$ cat config.mk
export PLATFORM = sky130hd
export DESIGN_NAME = mux4_rr_sched
export DESIGN_NICKNAME = d
export VERILOG_FILES = /design/src/rtl/mux4_sched_pkg.sv /design/src/rtl/rr_pick4.sv /design/src/rtl/mux4_rr_sched.sv
export SDC_FILE = /design/constraint.sdc
export NUM_CORES = 1
export LEC_CHECK = 0
export ABC_AREA = 1
export BUFFER_PORTS_ARGS = -buffer_cell sky130_fd_sc_hd__buf_2
export CAP_MARGIN = 20
export CORE_ASPECT_RATIO = 2
export CORE_MARGIN = 1.5
export CORE_UTILIZATION = 38
export CTS_CLUSTER_SIZE = 16
export DETAILED_ROUTE_END_ITERATION = 12
export HOLD_SLACK_MARGIN = 0.08
export PLACE_DENSITY_LB_ADDON = 0.12
export SLEW_MARGIN = 25
export SYNTH_ARGS = -nofsm -noshare
export SYNTH_HDL_FRONTEND = slang
export SYNTH_HIERARCHICAL = 1
export SYNTH_SLANG_ARGS = --single-unit
$ cat constraint.sdc
create_clock -name clk_i -period 4.7 [get_ports clk_i]
set_input_delay 0 -clock clk_i [delete_from_list [all_inputs] [get_ports clk_i]]
set_output_delay 0 -clock clk_i [all_outputs]
set_load 0.01 [all_outputs]
$ cat src/rtl/mux4_sched_pkg.sv
// Shared types and constants for the four-way round-robin mux scheduler.
package mux4_sched_pkg;

   typedef enum logic {
      IDLE  = 1'b0,
      GRANT = 1'b1
   } state_e;

   localparam int NREQ = 4;
   localparam int SELW = 2;

   function automatic logic [NREQ-1:0] onehot4(input logic [SELW-1:0] idx);
      logic [NREQ-1:0] v;
      v = 4'b0001 << idx;
      return v;
   endfunction

endpackage

$ cat src/rtl/rr_pick4.sv
// Rotate-priority encoder: first set request bit starting at ptr, wrapping mod 4.
module rr_pick4
   import mux4_sched_pkg::*;
(
   input  logic [NREQ-1:0] req_i,
   input  logic [SELW-1:0] ptr_i,
   output logic            any_o,
   output logic [SELW-1:0] winner_o
);

   logic [2*NREQ-1:0] dbl_s;
   logic [NREQ-1:0]   rot_s;
   logic [SELW-1:0]   off_s;

   // Rotating the doubled vector puts requester ptr at bit 0.
   assign dbl_s = {req_i, req_i};
   assign rot_s = dbl_s[ptr_i +: NREQ];

   // Offset of the first pending request from ptr.
   always_comb begin
      off_s = 2'd0;
      casez (rot_s)
         4'b???1: off_s = 2'd0;
         4'b??10: off_s = 2'd1;
         4'b?100: off_s = 2'd2;
         4'b1000: off_s = 2'd3;
         default: off_s = 2'd0;
      endcase
   end

   assign any_o    = |req_i;
   assign winner_o = ptr_i + off_s;

endmodule

$ cat src/rtl/mux4_rr_sched.sv
// Round-robin scheduler sharing one 4:1 data mux between four requesters,
// with per-grant burst limit and a valid/ready downstream handshake.
module mux4_rr_sched
   import mux4_sched_pkg::*;
#(
   parameter int DW        = 5,
   parameter int MAX_BURST = 4
) (
   input  logic            clk_i,
   input  logic            rst_i,
   input  logic [3:0]      req_i,
   input  logic [DW-1:0]   a_i,
   input  logic [DW-1:0]   b_i,
   input  logic [DW-1:0]   c_i,
   input  logic [DW-1:0]   d_i,
   input  logic            y_ready_i,
   output logic [DW-1:0]   y_o,
   output logic            y_valid_o,
   output logic [1:0]      sel_o,
   output logic [3:0]      gnt_o,
   output logic [3:0]      ack_o,
   output logic            busy_o
);

   localparam int             BCW       = $clog2(MAX_BURST + 1);
   localparam logic [BCW-1:0] LAST_BEAT = BCW'(MAX_BURST - 1);
   localparam logic [BCW-1:0] BEAT_ONE  = BCW'(1);
   localparam logic [BCW-1:0] BEAT_ZERO = BCW'(0);

   state_e          state_q, state_d;
   logic [NREQ-1:0] gnt_q, gnt_d;
   logic [SELW-1:0] sel_q, sel_d;
   logic [SELW-1:0] ptr_q, ptr_d;
   logic [BCW-1:0]  beat_q, beat_d;

   logic            any_s;
   logic [SELW-1:0] winner_s;
   logic [DW-1:0]   mux_s;
   logic            y_valid_s;
   logic            xfer_s;

   rr_pick4 u_pick (
      .req_i    (req_i),
      .ptr_i    (ptr_q),
      .any_o    (any_s),
      .winner_o (winner_s)
   );

   // The shared datapath mux, steered by the registered select.
   always_comb begin
      mux_s = a_i;
      case (sel_q)
         2'd0:    mux_s = a_i;
         2'd1:    mux_s = b_i;
         2'd2:    mux_s = c_i;
         2'd3:    mux_s = d_i;
         default: mux_s = a_i;
      endcase
   end

   assign y_valid_s = (state_q == GRANT) & req_i[sel_q];
   assign xfer_s    = y_valid_s & y_ready_i;

   // y is gated so a stale select in IDLE never leaks data downstream.
   assign y_o       = y_valid_s ? mux_s : {DW{1'b0}};
   assign y_valid_o = y_valid_s;
   assign sel_o     = sel_q;
   assign gnt_o     = gnt_q;
   assign ack_o     = gnt_q & {NREQ{xfer_s}};
   assign busy_o    = (state_q == GRANT);

   // Next-state logic: arbitrate in IDLE, count beats and release in GRANT.
   always_comb begin
      state_d = state_q;
      gnt_d   = gnt_q;
      sel_d   = sel_q;
      ptr_d   = ptr_q;
      beat_d  = beat_q;
      case (state_q)
         IDLE: begin
            if (any_s) begin
               state_d = GRANT;
               gnt_d   = onehot4(winner_s);
               sel_d   = winner_s;
               beat_d  = BEAT_ZERO;
            end else begin
               state_d = IDLE;
            end
         end
         GRANT: begin
            if ((xfer_s && (beat_q == LAST_BEAT)) || !req_i[sel_q]) begin
               state_d = IDLE;
               gnt_d   = 4'b0000;
               ptr_d   = sel_q + 2'd1;
               beat_d  = BEAT_ZERO;
            end else if (xfer_s) begin
               beat_d  = beat_q + BEAT_ONE;
            end else begin
               state_d = GRANT;
            end
         end
         default: begin
            state_d = IDLE;
            gnt_d   = 4'b0000;
         end
      endcase
   end

   // State registers with synchronous reset.
   always_ff @(posedge clk_i) begin
      if (rst_i) begin
         state_q <= IDLE;
         gnt_q   <= 4'b0000;
         sel_q   <= 2'd0;
         ptr_q   <= 2'd0;
         beat_q  <= BEAT_ZERO;
      end else begin
         state_q <= state_d;
         gnt_q   <= gnt_d;
         sel_q   <= sel_d;
         ptr_q   <= ptr_d;
         beat_q  <= beat_d;
      end
   end

endmodule

==> results of run 1 <==
-- critical path, cell delays in order (launching register included) --
cell      delay [ns]
dfxtp_1         0.44
inv_2           0.08
nand2_1         0.09
nand3_1         0.07
nand2_1         0.11
nand3_1         0.08
a21boi_1        0.13
ha_1            0.18
xor2_1          0.19
inv_1           0.06
nand3_1         0.08
nand2_1         0.10
or2_1           0.24
a21oi_1         0.14
-- metal layers --
layer	GRT usage	wire [um]
met1	0.200	952
met2	0.380	1580
met3	0.00875	121
met4	0.0517	19
met5	0	0
-- registers in the layout (all words and copies together) (netlist names) --
name    cells
beat_q      3
busy_o      1
gnt_o       4
ptr_q       2
sel_o       2
-- stage by stage --
stage / cells / hold WS, ns / total power [uW]
floorplan: 157 / 0.137 / 336
global placement: 226 / 0.309 / 407
detailed placement: 226 / 0.317 / 412
CTS: 231 / 0.167 / 524
global route: 231 / 0.185 / 568
finish: 231 / 0.165 / 520
-- kinds of logic after synthesis --
family,Yosys count,share of synthesized area
flops,12,0.237
buf+inv,24,0.0937
compound gates,30,0.178
simple gates,83,0.397
fa+ha+maj,7,0.0863
xor+xnor,1,0.00863
-- final cells by class --
| cell class | count | area (um^2) |
|---|---|---|
| Sequential cell | 12 | 240 |
| Clock buffer | 4 | 55.1 |
| Inverter | 22 | 86.3 |
| Timing Repair Buffer | 44 | 225 |
| Tap cell | 28 | 35.0 |
| Multi-Input combinational cell | 121 | 679 |
| Fill cell | 284 | 1220 |
-- power groups by stage --
stage / Sequential (uW) / Clock [uW] / Combinational, uW
after floorplan: 152 / 0 / 184
after global placement: 149 / 0 / 257
after detailed placement: 150 / 0 / 262
after CTS: 148 / 112 / 264
after global routing: 152 / 115 / 300
final: 148 / 110 / 262
-- layout by cell type, fill, tap and decap left out --
cell type	n
clkinv_2	1
inv_4	1
nand3_2	2
nor2_8	1
nand2_2	4
a21oi_1	10
ha_1	7
clkbuf_8	4
o31ai_2	1
o21ai_2	1
xor2_1	1
a31oi_1	5
dlygate4sd3_1	1
nand2_4	2
a21boi_1	1
nand3_1	19
or2_1	1
or4_1	1
a211oi_1	1
a21oi_2	2
inv_2	5
nand2_1	41
dfxtp_1	12
nor2_1	11
o21ai_1	3
inv_1	15
buf_2	43
o21ai_0	6
nor2_4	1
-- timing repair --
| item | in CTS | in global routing |
|---|---|---|
| hold buffers | 1 | 0 |
| setup endpoints to repair | 0 | 0 |
| hold endpoints to repair | 2 | 0 |
-- how the worst max path moves through the flow --
stage	cells past startpoint	slack, ns	endpoint	start
CTS	13	2.62	gnt_o[1]$_SDFFE_PP0P_	ptr_q[0]$_SDFFE_PP0P_
floorplan	13	2.88	gnt_o[1]$_SDFFE_PP0P_	ptr_q[0]$_SDFFE_PP0P_
global placement	13	2.77	gnt_o[1]$_SDFFE_PP0P_	ptr_q[0]$_SDFFE_PP0P_
global route	14	2.30	gnt_o[0]$_SDFFE_PP0P_	ptr_q[0]$_SDFFE_PP0P_
detailed placement	13	2.65	gnt_o[1]$_SDFFE_PP0P_	ptr_q[0]$_SDFFE_PP0P_
finish	13	2.64	gnt_o[1]$_SDFFE_PP0P_	ptr_q[0]$_SDFFE_PP0P_
==> run summary, run 1 <==
WORST HOLD PATH
----------------------------------------------------------------------------------------------------
Startpoint of the lowest-slack hold path ..............................................    y_ready_i
Endpoint with the worst hold slack .................................................... beat_q[2]$_SDFFE_PP0P_
Hold Crit Depth .......................................................................            4
Classification of the worst-slack hold path ...........................................       in2reg

CLOCK TREE
----------------------------------------------------------------------------------------------------
Number of gates resized after cts .....................................................            0
Clock insertion delay at the later pin of the skew report .............................      0.23 ns
Clock tree sinks ......................................................................           12
Number of levels in the clock H-tree ..................................................            1
TritonCTS clock tree ..................................................................         done
Total setup buffers inserted after CTS ................................................            0
CTS Buffer Depth ......................................................................            2
Number of CTS-inserted buffers ........................................................            3
Master cell of the clock root buffer ..................................................     clkbuf_8
Clock-pin slew reported for the worst setup and hold paths after clock tree synthesis .      0.05 ns

GLOBAL ROUTE
----------------------------------------------------------------------------------------------------
Number of antenna violations at the first check in global routing .....................            0
GRT Resource Usage Total ..............................................................        0.196
Maximum number of pins on one net before global-route repair ..........................           12
Global-route wire length before repair ................................................      4490 um
Number of global-route vias before repair .............................................         1121
Global route overflow .................................................................            0

FLOW RUN
----------------------------------------------------------------------------------------------------
Max-capacitance violation count .......................................................            0

CRITICAL PATH
----------------------------------------------------------------------------------------------------
Setup crit end kind ...................................................................    flip-flop
Critical register-to-register path startpoint ......................................... ptr_q[0]$_SDFFE_PP0P_
FF-to-FF path depth ...................................................................           13
Worst reg-to-reg setup slack ..........................................................      2.64 ns
Worst Setup Path Type .................................................................      reg2reg
Peak fanout along the critical path ...................................................            7
Arrival time worst endpoint ...........................................................      2.23 ns
R2R Path End .......................................................................... gnt_o[1]$_SDFFE_PP0P_
Critical path required time ...........................................................      4.87 ns
Startpoint class of the critical path .................................................    flip-flop

FLOORPLANNING
----------------------------------------------------------------------------------------------------
Initial core utilization ..............................................................        0.400
Row count .............................................................................           26
Die Wd ................................................................................      39.5 um
Total core area ....................................................................... 0.00254 mm^2
Number of top-level design ports ......................................................           44
Vertical die dimension ................................................................      76.1 um
DIE AREA .............................................................................. 0.00301 mm^2

LOGIC SYNTHESIS
----------------------------------------------------------------------------------------------------
Number of flops mapped to enable cells by yosys .......................................            0
Leading cell types by count after synthesis ........................................... nand2_1, nand3_1, inv_1
Dominant cell by count in the synthesized netlist .....................................      nand2_1
Most common flop cell mapped by yosys .................................................      dfxtp_1
Mapped Nets ...........................................................................          191
Async set or reset register ratio after synthesis .....................................            0
Largest cells by area after synthesis ................................................. dfxtp_1, nand2_1, nand3_1
Syn Inst Count ........................................................................          157
Number of distinct library cells after synthesis ......................................           28
Warnings, synthesis ...................................................................            6
Post-synthesis sequential area ratio ..................................................        0.237
Post-synthesis cell type with the largest combined area ...............................      dfxtp_1
Post-synthesis instance area .......................................................... 0.00101 mm^2
Synthesized area per cell .............................................................    6.46 um^2
Count of state elements after synthesis ...............................................           12
Synth top area share ..................................................................        0.237

PLACE
----------------------------------------------------------------------------------------------------
Pre-CTS setup slack ...................................................................      2.65 ns
Post-DP Area .......................................................................... 0.00126 mm^2
Count of buffers from port buffering ..................................................           43
Gp weighted congestion ................................................................        0.823
Detailed Place HPWL ...................................................................      2280 um

TIMING
----------------------------------------------------------------------------------------------------
Final worst slack .....................................................................      2.64 ns
Final setup violation count ...........................................................            0
Achievable frequency ..................................................................      484 MHz
Number of hold violations in the final report .........................................            0
Actual slew at the worst max-slew pin .................................................     0.388 ns
Fin Clk Skew ..........................................................................   0.00270 ns
Relative slew margins .................................................................        0.741
Setup repair after global routing missed its margin ...................................        false
Crit share post-route .................................................................        0.439
Setup TNS .............................................................................         0 ns
Final Critical Period .................................................................      2.06 ns
Final-report max-slew violation count .................................................            0

ROUTING
----------------------------------------------------------------------------------------------------
Detailed router's first-iteration violation count .....................................           17
Total detailed-routing wirelength .....................................................      2670 um
DRC violation count after routing .....................................................            0
Detailed-routing iteration count for the pre-antenna-repair pass ......................            4
Routed len/inst .......................................................................      11.6 um
Count of vias placed by the detailed router ...........................................         1177
Detail-routed via count per cell ......................................................         5.10
Antenna violation net count after detailed routing ....................................            0

POWER AND IR DROP
----------------------------------------------------------------------------------------------------
Internal portion of total power .......................................................       295 uW
Proportion of power drawn by flip-flops and latches ...................................        0.284
Combinational share of power ..........................................................        0.504
Leakage power .........................................................................  0.000683 uW
Clock power frac ......................................................................        0.212
Switching part of the total power .....................................................        0.431
Worst-case vdd ir drop ................................................................       251 uV
Sw Pwr ................................................................................       224 uW
Total power density per cell area .....................................................  393 mW/mm^2

FINISH
----------------------------------------------------------------------------------------------------
Final Cell Area ....................................................................... 0.00132 mm^2
Core Util, Final ......................................................................        0.521
Number of diodes added for antenna fixing .............................................            0
Syn-to-layout area delta ..............................................................        30.2%
Fraction of final layout cells with drive strength greater than 1 .....................        0.335
Net count reported at finish ..........................................................          238

STATUS
----------------------------------------------------------------------------------------------------
Status ................................................................................ finished, final reports clean

Power figures use the tool's default switching activity.
==> run 2: changes to the inputs <==
==> constraint.sdc (replaced) <==
create_clock -name clk_i -period 1.8 [get_ports clk_i]
set_input_delay 0 -clock clk_i [delete_from_list [all_inputs] [get_ports clk_i]]
set_output_delay 0 -clock clk_i [all_outputs]
set_load 0.01 [all_outputs]
==> run 2 against run 1 <==
The flow now finishes with violations (negative setup slack). Critical path depth down 1. Clock skew about the same. Global-route usage up 1.5 points. Sequential power rose to 2.7 times the previous value. Sequential share of layout area down 1.4 points. Setup slack worse by 2.7 ns.
==> run summary, run 2 (synthesis results as in run 1) <==
STATUS
----------------------------------------------------------------------------------------------------
Status ................................................................................ complete, but fails checks   was finished, final reports clean
Failing checks ........................................................................ negative setup slack

FINISH
----------------------------------------------------------------------------------------------------
Net count reported at finish ..........................................................          244   was 238
Final Cell Area ....................................................................... 0.00148 mm^2   was 0.00132 mm^2
Most common library cell in the layout ignoring fill and taps .........................        buf_2   unchanged
Fraction of final layout cells with drive strength greater than 1 .....................        0.464   was 0.335
Area occupied by multi-input gates ....................................................     773 um^2   was 679 um^2
Seq. cell area ........................................................................     248 um^2   was 240 um^2
Commonest cells after routing, fill and taps aside .................................... buf_2, nand2_1, inv_1   was buf_2, nand2_1, nand3_1
Fill cell instance count of the final layout ..........................................          266   was 284
Flip-flop count of the largest register, all copies and words added ...................            4   unchanged
Core Util, Final ......................................................................        0.582   was 0.521
Number of diodes added for antenna fixing .............................................            0   unchanged
Syn-to-layout area delta ..............................................................        45.5%   was 30.2%

ROUTING
----------------------------------------------------------------------------------------------------
DRC violation count after routing .....................................................            0   unchanged
Detail-routed via count per cell ......................................................         5.08   was 5.10
Count of vias placed by the detailed router ...........................................         1205   was 1177
Antenna violation net count after detailed routing ....................................            0   unchanged
Detailed router's first-iteration violation count .....................................           20   was 17
Routed len/inst .......................................................................      12.6 um   was 11.6 um
Detailed-routing iteration count for the pre-antenna-repair pass ......................            4   unchanged
Total detailed-routing wirelength .....................................................      2980 um   was 2670 um

CLOCK TREE
----------------------------------------------------------------------------------------------------
Total setup buffers inserted after CTS ................................................            0   unchanged
Clock tree sinks ......................................................................           12   unchanged
Clock insertion delay at the later pin of the skew report .............................      0.24 ns   was 0.23 ns
TritonCTS clock tree ..................................................................         done   unchanged
Number of CTS-inserted buffers ........................................................            3   unchanged
Clock-pin slew reported for the worst setup and hold paths after clock tree synthesis .      0.06 ns   was 0.05 ns
CTS Buffer Depth ......................................................................            2   unchanged
Master cell of the clock root buffer ..................................................     clkbuf_8   unchanged
Number of levels in the clock H-tree ..................................................            1   unchanged

GLOBAL ROUTE
----------------------------------------------------------------------------------------------------
Number of antenna violations at the first check in global routing .....................            0   unchanged
Number of global-route vias before repair .............................................         1177   was 1121
Global-route wire length before repair ................................................      4750 um   was 4490 um
GRT Resource Usage Total ..............................................................        0.211   was 0.196
Maximum number of pins on one net before global-route repair ..........................           12   unchanged
Global route overflow .................................................................            0   unchanged

CRITICAL PATH
----------------------------------------------------------------------------------------------------
FF-to-FF path depth ...................................................................           12   was 13
Critical path required time ...........................................................      1.98 ns   was 4.87 ns
R2R Path End .......................................................................... gnt_o[1]$_SDFFE_PP0P_   unchanged
Worst Setup Path Type .................................................................      reg2reg   unchanged
Startpoint class of the critical path .................................................    flip-flop   unchanged
Setup crit end kind ...................................................................    flip-flop   unchanged
Worst reg-to-reg setup slack ..........................................................     -0.04 ns   was 2.64 ns
Critical register-to-register path startpoint ......................................... ptr_q[0]$_SDFFE_PP0P_   unchanged
Peak fanout along the critical path ...................................................            6   was 7
Arrival time worst endpoint ...........................................................      2.02 ns   was 2.23 ns

PLACE
----------------------------------------------------------------------------------------------------
Detailed Place HPWL ...................................................................      2340 um   was 2280 um
Count of buffers from port buffering ..................................................           43   unchanged
Post-DP Area .......................................................................... 0.00130 mm^2   was 0.00126 mm^2
Pre-CTS setup slack ...................................................................   -0.0841 ns   was 2.65 ns
Gp weighted congestion ................................................................        0.761   was 0.823

WORST HOLD PATH
----------------------------------------------------------------------------------------------------
Classification of the worst-slack hold path ...........................................       in2reg   unchanged
Startpoint of the lowest-slack hold path ..............................................    y_ready_i   unchanged
Hold Crit Depth .......................................................................            4   unchanged
Endpoint with the worst hold slack .................................................... beat_q[1]$_SDFFE_PP0P_   was beat_q[2]$_SDFFE_PP0P_

POWER AND IR DROP
----------------------------------------------------------------------------------------------------
Combinational share of power ..........................................................        0.556   was 0.504
Total power density per cell area ..................................................... 1050 mW/mm^2   was 393 mW/mm^2
Internal portion of total power .......................................................       875 uW   was 295 uW
Clock power frac ......................................................................        0.191   was 0.212
Sw Pwr ................................................................................       681 uW   was 224 uW
Switching part of the total power .....................................................        0.438   was 0.431
Design Power ..........................................................................      1560 uW   was 520 uW
Worst-case vdd ir drop ................................................................       627 uV   was 251 uV
Proportion of power drawn by flip-flops and latches ...................................        0.253   was 0.284
Leakage power .........................................................................  0.000735 uW   was 0.000683 uW

TIMING
----------------------------------------------------------------------------------------------------
Setup repair after global routing missed its margin ...................................         true   was false
Crit share post-route .................................................................         1.02   was 0.439
Relative slew margins .................................................................        0.699   was 0.741
Fin Clk Skew ..........................................................................   0.00311 ns   was 0.00270 ns
Achievable frequency ..................................................................      542 MHz   was 484 MHz
Number of hold violations in the final report .........................................            0   unchanged
Final-report max-slew violation count .................................................            0   unchanged
Final Critical Period .................................................................      1.84 ns   was 2.06 ns
Final worst slack .....................................................................   -0.0434 ns   was 2.64 ns
Actual slew at the worst max-slew pin .................................................     0.451 ns   was 0.388 ns
Setup TNS .............................................................................    -0.106 ns   was 0 ns
Final setup violation count ...........................................................            4   was 0

FLOORPLANNING
----------------------------------------------------------------------------------------------------
Initial core utilization ..............................................................        0.400   unchanged
Die Wd ................................................................................      39.5 um   unchanged
DIE AREA .............................................................................. 0.00301 mm^2   unchanged
Vertical die dimension ................................................................      76.1 um   unchanged
Total core area ....................................................................... 0.00254 mm^2   unchanged
Number of top-level design ports ......................................................           44   unchanged
Row count .............................................................................           26   unchanged

FLOW RUN
----------------------------------------------------------------------------------------------------
Max-capacitance violation count .......................................................            0   unchanged

-- run 2: changes by cell type in the layout (fill, tap and decap cells not counted), moves of 3 or more --
cell / delta
nand2_1: -7
nand3_1: -7
nand3_2: +7
buf_4: +5
dfxtp_1: -4
nand2_2: +4
dfxtp_2: +3
nand2_4: +3
-- run 2: final cells by class --
class / instances / share of cell area
Multi-Input combinational cell: 121 / 0.524
Timing Repair Buffer: 50 / 0.186
Sequential cell: 12 / 0.168
Inverter: 22 / 0.0619
Clock buffer: 4 / 0.0373
Tap cell: 28 / 0.0237
-- run 2: critical path, stage by stage, from the launching register on --
cell and delay [ns]:
dfxtp_4 0.37, nand2_1 0.11, nand3_2 0.10, nand2_2 0.09
nand3_2 0.07, a21boi_1 0.13, ha_2 0.20, xor2_2 0.17
inv_1 0.07, nand3_2 0.08, nand2_4 0.06, or2_1 0.22
a21oi_2 0.11
-- run 2: through the flow --
| stage | hold slack (ns) | std cells |
|---|---|---|
| 2_1_floorplan | 0.137 | 157 |
| 3_3_place_gp | 0.310 | 232 |
| 3_5_place_dp | 0.307 | 232 |
| 4_1_cts | 0.151 | 237 |
| 5_1_grt | 0.173 | 237 |
| 6_report | 0.152 | 237 |
-- run 2: how the worst max path moves through the flow --
| stage | startpoint | end | slack, ns | depth (start not counted) |
|---|---|---|---|---|
| floorplan | ptr_q[0]$_SDFFE_PP0P_ | gnt_o[1]$_SDFFE_PP0P_ | 0.04 | 13 |
| global placement | ptr_q[0]$_SDFFE_PP0P_ | sel_o[1]$_SDFFE_PP0P_ | -0.02 | 12 |
| detailed placement | ptr_q[0]$_SDFFE_PP0P_ | sel_o[1]$_SDFFE_PP0P_ | -0.08 | 12 |
| CTS | ptr_q[0]$_SDFFE_PP0P_ | gnt_o[1]$_SDFFE_PP0P_ | -0.03 | 12 |
| global route | ptr_q[0]$_SDFFE_PP0P_ | gnt_o[1]$_SDFFE_PP0P_ | -0.14 | 13 |
| finish | ptr_q[0]$_SDFFE_PP0P_ | gnt_o[1]$_SDFFE_PP0P_ | -0.04 | 12 |
-- run 2: power groups by stage --
| stage | Clock [uW] | Combinational (uW) | Sequential [uW] |
|---|---|---|---|
| final | 297 | 866 | 394 |
| after global routing | 314 | 964 | 406 |
| after CTS | 303 | 811 | 387 |
| after detailed placement | 0 | 753 | 387 |
| after global placement | 0 | 742 | 385 |
| after floorplan | 0 | 481 | 397 |
-- run 2: timing repair --
item	CTS	global route
hold endpoints to repair	3	0
endpoints found under the setup margin	5	10
pin swaps	8	7
hold buffers	1	0
gates resized for setup	15	15
-- run 2: per-layer routing --
metal | global-route usage | wire [um] | vias to the layer above
li1 | - | - | 620
met4 | 0.0621 | 37 | 0
met3 | 0.0292 | 120 | 4
met5 | 0 | 0 | -
met1 | 0.194 | 1040 | 547
met2 | 0.413 | 1780 | 34
==> run 3: changes to the inputs <==
--- a/config.mk
+++ b/config.mk
@@ -14,8 +14,8 @@
 export CTS_CLUSTER_SIZE = 16
 export DETAILED_ROUTE_END_ITERATION = 12
 export HOLD_SLACK_MARGIN = 0.08
-export PLACE_DENSITY_LB_ADDON = 0.12
-export SLEW_MARGIN = 25
+export PLACE_DENSITY = 0.68
+export SLEW_MARGIN = 40
 export SYNTH_ARGS = -nofsm -noshare
 export SYNTH_HDL_FRONTEND = slang
 export SYNTH_HIERARCHICAL = 1
==> run 3 against run 2 <==
The run still ends with negative setup slack left. Via count is 4.0% higher. Clock skew shrank 0.0018 ns. Register-to-register slack got worse by 0.06 ns. Sequential cell count stayed put. Utilization grew 0.64 points. Count of clock-buffer cells in the layout did not move. Sequential power rose by 1%. Setup slack got worse by 0.056 ns. Wire length increased by 3.9%.
==> run summary, run 3 (synthesis results as in run 1) <==
CRITICAL PATH
----------------------------------------------------------------------------------------------------
Peak fanout along the critical path ...................................................            7   was 6
Max stage delay cell, worst path ......................................................      dfxtp_4   unchanged
Critical path, cell by cell ........................................................... nand2_1 > nand3_2 > nand2_2 > buf_4 > buf_4 > buf_4 > buf_4 > nand2_2 > nand2_1 > nand2_1 > nand2_4 > or2_1 > a21oi_2   was nand2_1 > nand3_2 > nand2_2 > nand3_2 > a21boi_1 > ha_2 > xor2_2 > inv_1 > nand3_2 > nand2_4 > or2_1 > a21oi_2
Arrival time worst endpoint ...........................................................      2.08 ns   was 2.02 ns
Cell type with the highest occurrence count on the critical path ......................        buf_4   was nand3_2
Worst Setup Path Type .................................................................      reg2reg   unchanged
Count of buffer and inverter cells on the critical path ...............................            4   was 1
Category of cells accounting for the largest share of critical-path delay ............. simple AND/OR/NAND/NOR gates   unchanged
Startpoint class of the critical path .................................................    flip-flop   unchanged
Setup crit end kind ...................................................................    flip-flop   unchanged
Critical path's largest stage delay ...................................................      0.39 ns   was 0.37 ns
Critical path required time ...........................................................      1.98 ns   about the same

TIMING
----------------------------------------------------------------------------------------------------
Relative slew margins .................................................................        0.708   was 0.699
Number of hold violations in the final report .........................................            0   unchanged
Hold Slack ............................................................................     0.160 ns   was 0.152 ns
Crit share post-route .................................................................         1.06   was 1.02
Fin Clk Skew ..........................................................................   0.00136 ns   was 0.00311 ns
Final Critical Period .................................................................      1.90 ns   was 1.84 ns
Actual slew at the worst max-slew pin .................................................     0.437 ns   was 0.451 ns
Final setup violation count ...........................................................            4   unchanged
Setup repair after global routing missed its margin ...................................         true   unchanged
Final-report max-slew violation count .................................................            0   unchanged
Achievable frequency ..................................................................      526 MHz   was 542 MHz
Final worst slack .....................................................................   -0.0999 ns   was -0.0434 ns

GLOBAL ROUTE
----------------------------------------------------------------------------------------------------
Global-route wire length before repair ................................................      4630 um   was 4750 um
Met2 Track Usage GR ...................................................................        0.439   was 0.413
Met1 track demand over resource in global routing .....................................        0.165   was 0.194
Most Crowded Layer GR .................................................................         met2   unchanged
Number of antenna violations at the first check in global routing .....................            0   unchanged
Met3 usage ............................................................................       0.0233   was 0.0292
Global route overflow .................................................................            0   unchanged
GRT Resource Usage Total ..............................................................        0.211   about the same
Maximum number of pins on one net before global-route repair ..........................           12   unchanged
Number of global-route vias before repair .............................................         1160   was 1177

PLACE
----------------------------------------------------------------------------------------------------
Gp weighted congestion ................................................................        0.740   was 0.761
Detailed Place HPWL ...................................................................      2420 um   was 2340 um
Pre-CTS setup slack ...................................................................    -0.117 ns   was -0.0841 ns
Count of buffers from port buffering ..................................................           43   unchanged

ROUTING
----------------------------------------------------------------------------------------------------
Count of vias placed by the detailed router ...........................................         1253   was 1205
Total detailed-routing wirelength .....................................................      3090 um   was 2980 um
Detail-routed via count per cell ......................................................         5.24   was 5.08
DRC violation count after routing .....................................................            0   unchanged
Routed len/inst .......................................................................      12.9 um   was 12.6 um
Detailed router's first-iteration violation count .....................................           21   was 20
Antenna violation net count after detailed routing ....................................            0   unchanged
Detailed-routing iteration count for the pre-antenna-repair pass ......................            4   unchanged

STATUS
----------------------------------------------------------------------------------------------------
Failing checks ........................................................................ negative setup slack   unchanged
Status ................................................................................ complete, but fails checks   unchanged

FLOORPLANNING
----------------------------------------------------------------------------------------------------
Number of top-level design ports ......................................................           44   unchanged
Initial core utilization ..............................................................        0.400   unchanged
Total core area ....................................................................... 0.00254 mm^2   unchanged
Vertical die dimension ................................................................      76.1 um   unchanged
DIE AREA .............................................................................. 0.00301 mm^2   unchanged
Row count .............................................................................           26   unchanged
Die Wd ................................................................................      39.5 um   unchanged

CLOCK TREE
----------------------------------------------------------------------------------------------------
Number of levels in the clock H-tree ..................................................            1   unchanged
Clock-pin slew reported for the worst setup and hold paths after clock tree synthesis .      0.05 ns   was 0.06 ns
TritonCTS clock tree ..................................................................         done   unchanged
Clock insertion delay at the later pin of the skew report .............................      0.24 ns   about the same
Number of CTS-inserted buffers ........................................................            3   unchanged
Master cell of the clock root buffer ..................................................     clkbuf_8   unchanged
CTS Buffer Depth ......................................................................            2   unchanged
Clock tree sinks ......................................................................           12   unchanged

POWER AND IR DROP
----------------------------------------------------------------------------------------------------
Worst-case vdd ir drop ................................................................       660 uV   was 627 uV
Total power density per cell area ..................................................... 1060 mW/mm^2   was 1050 mW/mm^2
Leakage power .........................................................................  0.000747 uW   was 0.000735 uW

FINISH
----------------------------------------------------------------------------------------------------
Commonest cells after routing, fill and taps aside .................................... buf_2, nand2_1, inv_1   unchanged
Net count reported at finish ..........................................................          246   was 244
Fraction of final layout cells with drive strength greater than 1 .....................        0.469   was 0.464
Flip-flop count of the largest register, all copies and words added ...................            4   unchanged
Most common library cell in the layout ignoring fill and taps .........................        buf_2   unchanged
Fill cell instance count of the final layout ..........................................          246   was 266
Number of diodes added for antenna fixing .............................................            0   unchanged
Syn-to-layout area delta ..............................................................        47.1%   was 45.5%

WORST HOLD PATH
----------------------------------------------------------------------------------------------------
Classification of the worst-slack hold path ...........................................       in2reg   unchanged

FLOW RUN
----------------------------------------------------------------------------------------------------
Max-capacitance violation count .......................................................            0   unchanged

[run 3: changes by cell type in the layout (fill, tap and decap cells not counted), sizes merged]
cell | before | now
buf | 49 | 51
[run 3: power breakdown]
part	internal, uW	switching [uW]
registers	321	77.3
clock network	193	95.5
logic	371	520
total	885	693
[run 3: per-layer routing]
metal | up-vias | part of all wire
met2 | 54 | 0.59
met5 | - | 0
li1 | 622 | -
met4 | 0 | 0.024
met1 | 566 | 0.32
met3 | 11 | 0.062
[run 3: worst register-to-register path: stages (launching register included)]
cell     delay, ns
dfxtp_4       0.39
nand2_1       0.10
nand3_2       0.10
nand2_2       0.07
buf_4         0.13
buf_4         0.12
buf_4         0.12
buf_4         0.12
nand2_2       0.06
nand2_1       0.06
nand2_1       0.10
nand2_4       0.07
or2_1         0.25
a21oi_2       0.14
[run 3: cell type report]
type	instances	area, um^2	share of cell area
Timing Repair Buffer	52	285	0.191
Tap cell	28	35.0	0.0235
Inverter	22	93.8	0.0629
Sequential cell	12	246	0.165
Multi-Input combinational cell	121	777	0.521
Clock buffer	4	55.1	0.0369
[run 3: metrics by stage]
step / util / total power (uW) / instances / area (um^2) / setup TNS [ns]
6_report: 0.588 / 1580 / 239 / 1490 / -0.193
5_1_grt: 0.588 / 1700 / 239 / 1490 / -0.792
4_1_cts: 0.560 / 1500 / 239 / 1420 / -0.170
3_5_place_dp: 0.510 / 1140 / 231 / 1290 / -0.374
3_3_place_gp: 0.510 / 1110 / 231 / 1290 / -0.00707
2_1_floorplan: - / 879 / 157 / 1020 / 0
[run 3: path summary, 6_finish.rpt]
check,endpoint,start,slack (ns),cells after the start
max,gnt_o[1]$_SDFFE_PP0P_,ptr_q[0]$_SDFFE_PP0P_,-0.1,13
min,beat_q[2]$_SDFFE_PP0P_,y_ready_i,0.16,4
max reg2reg,gnt_o[1]$_SDFFE_PP0P_,ptr_q[0]$_SDFFE_PP0P_,-0.1,13
min reg2reg,gnt_o[2]$_SDFFE_PP0P_,gnt_o[2]$_SDFFE_PP0P_,0.50,2
[run 3: what timing repair did]
item	CTS	global route
pin swaps	8	5
hold endpoints to repair	5	0
gates resized for setup	12	18
setup buffers	3	0
hold buffers	1	0
endpoints found under the setup margin	5	8
